### src/rtl/game_input_ctrl.sv
// game_input_ctrl: front-end conditioner for the random-number game.
// Three raw push-buttons are synchronized, debounced and turned into
// single-cycle press pulses (start, P1_in, P2_in).
// A free-running 8-bit Fibonacci LFSR supplies the pseudo-random bus.
// "rand" is a reserved word in SystemVerilog, so that bus is named rand_num.
module game_input_ctrl #(
  parameter int unsigned DEBOUNCE_CYCLES = 500000,
  parameter int unsigned CNT_W           = 20,
  parameter logic [7:0]  LFSR_SEED       = 8'h01
) (
  input  logic       clk,
  input  logic       reset_n,
  input  logic       btn_start,
  input  logic       btn_p1,
  input  logic       btn_p2,
  output logic       start,
  output logic       P1_in,
  output logic       P2_in,
  output logic [7:0] rand_num
);

  localparam int unsigned      NCH      = 3;
  // A zero seed would lock the LFSR, so it is replaced by 8'h01.
  localparam logic [7:0]       SEED_EFF = (LFSR_SEED == 8'h00) ? 8'h01 : LFSR_SEED;
  localparam logic [CNT_W-1:0] CNT_MAX  = CNT_W'(DEBOUNCE_CYCLES - 1);
  localparam logic [CNT_W-1:0] CNT_ONE  = CNT_W'(1);
  localparam logic [CNT_W-1:0] CNT_ZERO = CNT_W'(0);

  // Feedback taps for x^8+x^6+x^5+x^4+1 (maximal length, period 255).
  function automatic logic lfsr_fb(input logic [7:0] state);
    return state[7] ^ state[5] ^ state[4] ^ state[3];
  endfunction

  // Channel order: 0 = start, 1 = player 1, 2 = player 2.
  logic [NCH-1:0]   btn_s;
  logic [NCH-1:0]   s1_r;
  logic [NCH-1:0]   s2_r;
  logic [NCH-1:0]   stb_r;
  logic [NCH-1:0]   pulse_r;
  logic [CNT_W-1:0] cnt_r [NCH];
  logic [7:0]       lfsr_r;

  assign btn_s = {btn_p2, btn_p1, btn_start};

  // Per-channel synchronizer, debounce counter and press-pulse generation.
  always_ff @(posedge clk or negedge reset_n) begin
    if (!reset_n) begin
      s1_r    <= 3'b000;
      s2_r    <= 3'b000;
      stb_r   <= 3'b000;
      pulse_r <= 3'b000;
      for (int unsigned i = 0; i < NCH; i++) begin
        cnt_r[i] <= CNT_ZERO;
      end
    end else begin
      s1_r <= btn_s;
      s2_r <= s1_r;
      for (int unsigned i = 0; i < NCH; i++) begin
        // Pulse is cleared every cycle unless a rising level is accepted.
        pulse_r[i] <= 1'b0;
        if (s2_r[i] == stb_r[i]) begin
          // Level agrees with the stable value: any partial count is a glitch.
          cnt_r[i] <= CNT_ZERO;
        end else if (cnt_r[i] == CNT_MAX) begin
          // Level has differed long enough: accept it; only presses pulse.
          stb_r[i]   <= s2_r[i];
          cnt_r[i]   <= CNT_ZERO;
          pulse_r[i] <= s2_r[i];
        end else begin
          cnt_r[i] <= cnt_r[i] + CNT_ONE;
        end
      end
    end
  end

  // Free-running LFSR, advancing every cycle from the seed.
  always_ff @(posedge clk or negedge reset_n) begin
    if (!reset_n) begin
      lfsr_r <= SEED_EFF;
    end else begin
      lfsr_r <= {lfsr_r[6:0], lfsr_fb(lfsr_r)};
    end
  end

  assign start    = pulse_r[0];
  assign P1_in    = pulse_r[1];
  assign P2_in    = pulse_r[2];
  assign rand_num = lfsr_r;

endmodule

### config.mk
export PLATFORM = sky130hd
export DESIGN_NAME = game_input_ctrl
export DESIGN_NICKNAME = d
export VERILOG_FILES = /design/src/rtl/game_input_ctrl.sv
export SDC_FILE = /design/constraint.sdc
export NUM_CORES = 1
export LEC_CHECK = 0
export ABC_AREA = 1
export CAP_MARGIN = 10
export CORE_MARGIN = 8
export CORE_UTILIZATION = 40
export CTS_CLUSTER_DIAMETER = 30
export CTS_CLUSTER_SIZE = 10
export DETAILED_ROUTE_END_ITERATION = 12
export PLACE_DENSITY_LB_ADDON = 0.2
export RECOVER_POWER = 50
export SETUP_SLACK_MARGIN = 0.05
export SLEW_MARGIN = 20
export SYNTH_ARGS = -nofsm -noshare
export SYNTH_HDL_FRONTEND = slang
export SYNTH_SLANG_ARGS = --single-unit
### constraint.sdc
create_clock -name clk -period 1.4 [get_ports clk]
set_input_delay 0.42 -clock clk [delete_from_list [all_inputs] [get_ports clk]]
set_output_delay 0.42 -clock clk [all_outputs]
set_load 0.01 [all_outputs]
; ---- Word-level counts from Yosys, hierarchy flattened
; Index checks and enable logic that the tools add are counted.
[op_classes]
addsub = 3
multipliers = 0
div_mod_pow = 0
order_cmp = 0
n_eq_ne = 6
shifts = 0
mux = 12
bitwise = 6
reduce_logical = 3
[ops]
columns = cell, count
row1 = $mux 20, 6
row2 = $add 20x1->20 const B, 3
row3 = $eq 20x19->1 const B, 3
row4 = $mux 1, 6
row5 = $reduce_and 2->1, 3
row6 = $eq 1x1->1, 3
row7 = $not 1->1, 3
row8 = $xor 1x1->1, 3
[word_totals]
ff_bits = 80
latchBits = 0
mem_bits_rw = 0
mem_bits_ro = 0
input_bits = 5
output_inout_bits = 11
memories = 0

; ---- Longest topological paths before layout
[logic_depth]
ltp_word = 3
depth_mapped = 9
ltp_nobuf = 9

; ---- Worst setup path before layout
; No wires, ideal clock.
[synth_timing]
path_kind = register to register
start = register cnt_r[20] in the netlist's numbering
end = register cnt_r[30] in the netlist's numbering
setup_time_ns = 0.121
t_arrival_ns = 1.110
required_ns = 1.279
setup_slack_ns = 0.169
path_stages_with_launch = 8
n_path_buf = 0
path_cell_list = dfrtp_1 > ha_1 > nand3_1 > inv_1 > nand2_4 > nor2_4 > o21ai_0 > nor2_1
[synth_via]
elab_chain_cells = 3
word_cells_on_any_way = 4
classes_between = add/sub (1) / eq/ne (1) / mux (2)
[synth_lines]
columns = item, line
row1 = from (decl), 40  ; logic [CNT_W-1:0] cnt_r [NCH];
row2 = "from (signal, indexed assignment)", 70  ; cnt_r[i] <= cnt_r[i] + CNT_ONE;
row3 = $add 20x1->20 / $eq 20x19->1 (equally long branches), "70, 64"
row4 = $mux 20 *, 64  ; end else if (cnt_r[i] == CNT_MAX) begin
row5 = $mux 20 *, 61  ; if (s2_r[i] == stb_r[i]) begin
; Mark *: on every way between the ends. The rest lies on a longest branch, timed or not.
; A chain may end at the register's enable or synchronous reset.

; ---- Worst setup path in the final report
[layout_timing]
start = register lfsr_r[0] (netlist: rand_num[0])
end = output rand_num[0]
[layout_lines]
columns = item, line
row1 = from (decl), 41  ; logic [7:0] lfsr_r;
row2 = from (signal assigned), 81  ; lfsr_r <= {lfsr_r[6:0], lfsr_fb(lfsr_r)};
row3 = to (decl), 19  ; output logic [7:0] rand_num
; No word-level cell between the ends.

==> qor.yml <==
timing:
  relSlewSlack_pct: 69.6
  tightest_slew_ps: 455
  skew_ps: 9.67
  fin_ws_ps: -29.3
  min_period_over_period_pct: 102
  drv_slew: 0
  hold_viol: 0
  fmax_ghz: 0.700
  rsz0062_at_grt: "yes"
  setup_viol: 1
  period_needed_ps: 1430
worst_setup_path:
  critical_path.top_delay_family: "flip-flops"
  max_stage_delay_ps: 550
  start_kind: "register"
  cp_cell_sequence: "buf_6"
  critPathMaxFanout: 2
  critPathCaptureType: "output pin"
  path_class: "reg2out"
  crit_slowest_cell: "dfstp_2"
  cp.arrival_ps: 1010
  critPathRequiredTime_ps: 980
  path_buf_inv: 1
routing:
  firstDrtPassIters: 4
  ant_nets: 0
  drt_iter0_markers: 192
  vias: 3545
  wire_per_inst_um: 13.3
  drc_errors: 0
  via_per_inst: 4.76
  routed_wl_um: 9890
power_and_ir_drop:
  clkPwrFrac_pct: 39.2
  p_seq_share_pct: 55.7
  power_leakage_nw: 2.34
  pwr-share-comb_pct: 5.2
  p_per_area_nw_per_um2: 786
  p_int_w: 0.00324
  vdd_drop_max_mv: 0.571
  swShare_pct: 23.8
  switchingPower_w: 0.00101
yosys:
  synthCells: 522
  synth_area_um2: 4160
  ys_types: 27
  yosysWarnings: 0
  ys_seq_area_share_pct: 48.2
  ys_ff_latch: 80
  syn_nets: 530
  syn_area_per_cell_um2: 7.97
grt:
  grt_first_pass_wirelength_um: 16200
  grt_antenna_before_repair: 0
  grt.overflow.total: 0
  grt_max_degree: 28
  grt_use_total_pct: 14.3
  grt_pass1_vias: 3583
floorplanning:
  die_area_um2: 13900
  rows: 37
  die_h_um: 118
  coreArea_um2: 10200
  die_w_um: 118
  initial_core_util_pct: 40.7
  io_pins: 16
hold_path:
  hold_path_class: "reg2reg"
clock_tree:
  cts_tree: "built"
  htree_levels: 3
  numCtsBuffers: 9
  cts.path.max_buffers: 2
  cts_num_sinks: 80
  root_buffer: "clkbuf_8"
  cts.clk_slew.worst_paths_ps: 80
  worstSkewPairLatency_ps: 360
layout:
  fill_cells: 945
  area_growth_pct: 30.0
  drive_gt1_share_pct: 32.7
  post-route-util_pct: 52.8
  nNetsFinal: 611
  n_antenna_cell: 0
  stdcell_area_um2: 5410
job:
  maxCapViolCount: 0
place:
  io_buffers: 15
  dp_hpwl_um: 6920
  place_area_um2: 4740
  globalplace.congestion: 0.909
  preCtsSetupSlack_ps: -69.4
status:
  violations: "setup timing"
  status: "complete, but fails checks"
cell usage after synthesis:
cell      instances  share of area (%)
nand2_4           1               0.27
o21a_1            1               0.18
nand4_1          11                1.7
nor2_4            8                2.2
nor2_2           14                2.1
inv_1            50                4.5
nor3_2            3               0.72
nand2_1         107                9.7
dfstp_2           1               0.63
nand3_2           2               0.48
nor2_1          125                 11
inv_2             1              0.090
nand2_2          10                1.5
ha_1              3               0.90
nand3b_1          4               0.72
o21ai_0           7               0.84
xnor2_1          15                3.2
and2_1            1               0.15
buf_2             2               0.24
dfrtp_1          79                 48
nand3_1          38                4.6
xor2_1           16                3.4
nor3_1           10                1.2
o21ai_1           1               0.12
a21oi_1           7               0.84
xor2_2            1               0.39
nor3b_1           4               0.72
cells by family after synthesis:
family                   Yosys count  synth area share [%]
buffers and inverters             53                  4.84
adder cells (fa/ha/maj)            3                 0.902
flip-flops                        80                  48.2
AO/OA/AOI/OAI                     16                  1.98
AND/OR/NAND/NOR                  338                  37.2
XOR/XNOR                          32                  6.92
final cells by class:
class,count,area (um2),share of cell area (%)
Multi-Input combinational cell,389,2270,41.9
Sequential cell,80,2020,37.4
Timing Repair Buffer,72,564,10.4
Inverter,51,199,3.68
Tap cell,136,170,3.15
Clock buffer,10,128,2.36
Clock inverter,6,60.1,1.11
state kept, by name (all words and copies together), names as in the netlist:
register / cells
cnt_r: 60
rand_num: 8
pulse_r: 3
s1_r: 3
s2_r: 3
stb_r: 3
through the flow:
stage	setup TNS [ps]	instances	hold slack, ps	total power [W]
after floorplan	0	522	124	0.00247
after global placement	-63.7	704	336	0.00259
after detailed placement	-92.2	704	338	0.00259
final	-29.3	744	360	0.00425
after CTS	-57.1	725	360	0.00428
after global routing	-219	744	374	0.00445
layer usage:
metal  track usage (%)  vias to the layer above  wire length (um)
li1                  -                     1798                 -
met1              17.3                     1695              4580
met2              22.8                       38              4820
met3              3.84                       14               314
met4              7.37                        0               172
met5                 0                        -                 0
power by group through the flow:
stage / Sequential [W] / Combinational [W] / Clock (W)
after global placement: 0.00240 / 0.000186 / 0
after global routing: 0.00237 / 0.000255 / 0.00182
final: 0.00237 / 0.000220 / 0.00166
after detailed placement: 0.00240 / 0.000191 / 0
after CTS: 0.00236 / 0.000194 / 0.00172
after floorplan: 0.00240 / 0.0000739 / 0
what timing repair did:
action,4_1_cts,5_1_grt
hold endpoints to repair,21,0
pin swaps,0,37
endpoints found under the setup margin,25,55
buffers inserted,4,20
hold buffers,1,0
gates resized for setup,54,97
layout by cell type, fill, tap and decap left out, types with 13 or more instances in the layout:
| master | netlist | routed |
|---|---|---|
| inv_1 | 50 | 45 |
| dfrtp_1 | 79 | 66 |
| xnor2_1 | 15 | 14 |
| xor2_1 | 16 | 16 |
| dfrtp_2 | 0 | 13 |
| nand3_1 | 38 | 29 |
| nand2_2 | 10 | 17 |
| nand2_1 | 107 | 93 |
| buf_4 | 0 | 54 |
| nor2_2 | 14 | 31 |
| nor2_1 | 125 | 98 |
| nor2_4 | 8 | 18 |
path summary, 6_finish.rpt:
kind	startpoint	endpoint	slack [ps]	cells past startpoint
setup reg to reg	cnt_r[0]$_DFF_PN0_	cnt_r[10]$_DFF_PN0_	50	7
min in group asynchronous	reset_n	cnt_r[47]$_DFF_PN0_	530	2
setup / recovery	rand_num[0]$_DFF_PN1_	rand_num[0]	-30	1
max in group asynchronous	reset_n	cnt_r[2]$_DFF_PN0_	370	3
hold reg to reg	s1_r[1]$_DFF_PN0_	s2_r[1]$_DFF_PN0_	360	0
hold / removal	s1_r[1]$_DFF_PN0_	s2_r[1]$_DFF_PN0_	360	0
No activity file was read; power rests on OpenSTA's default activity.
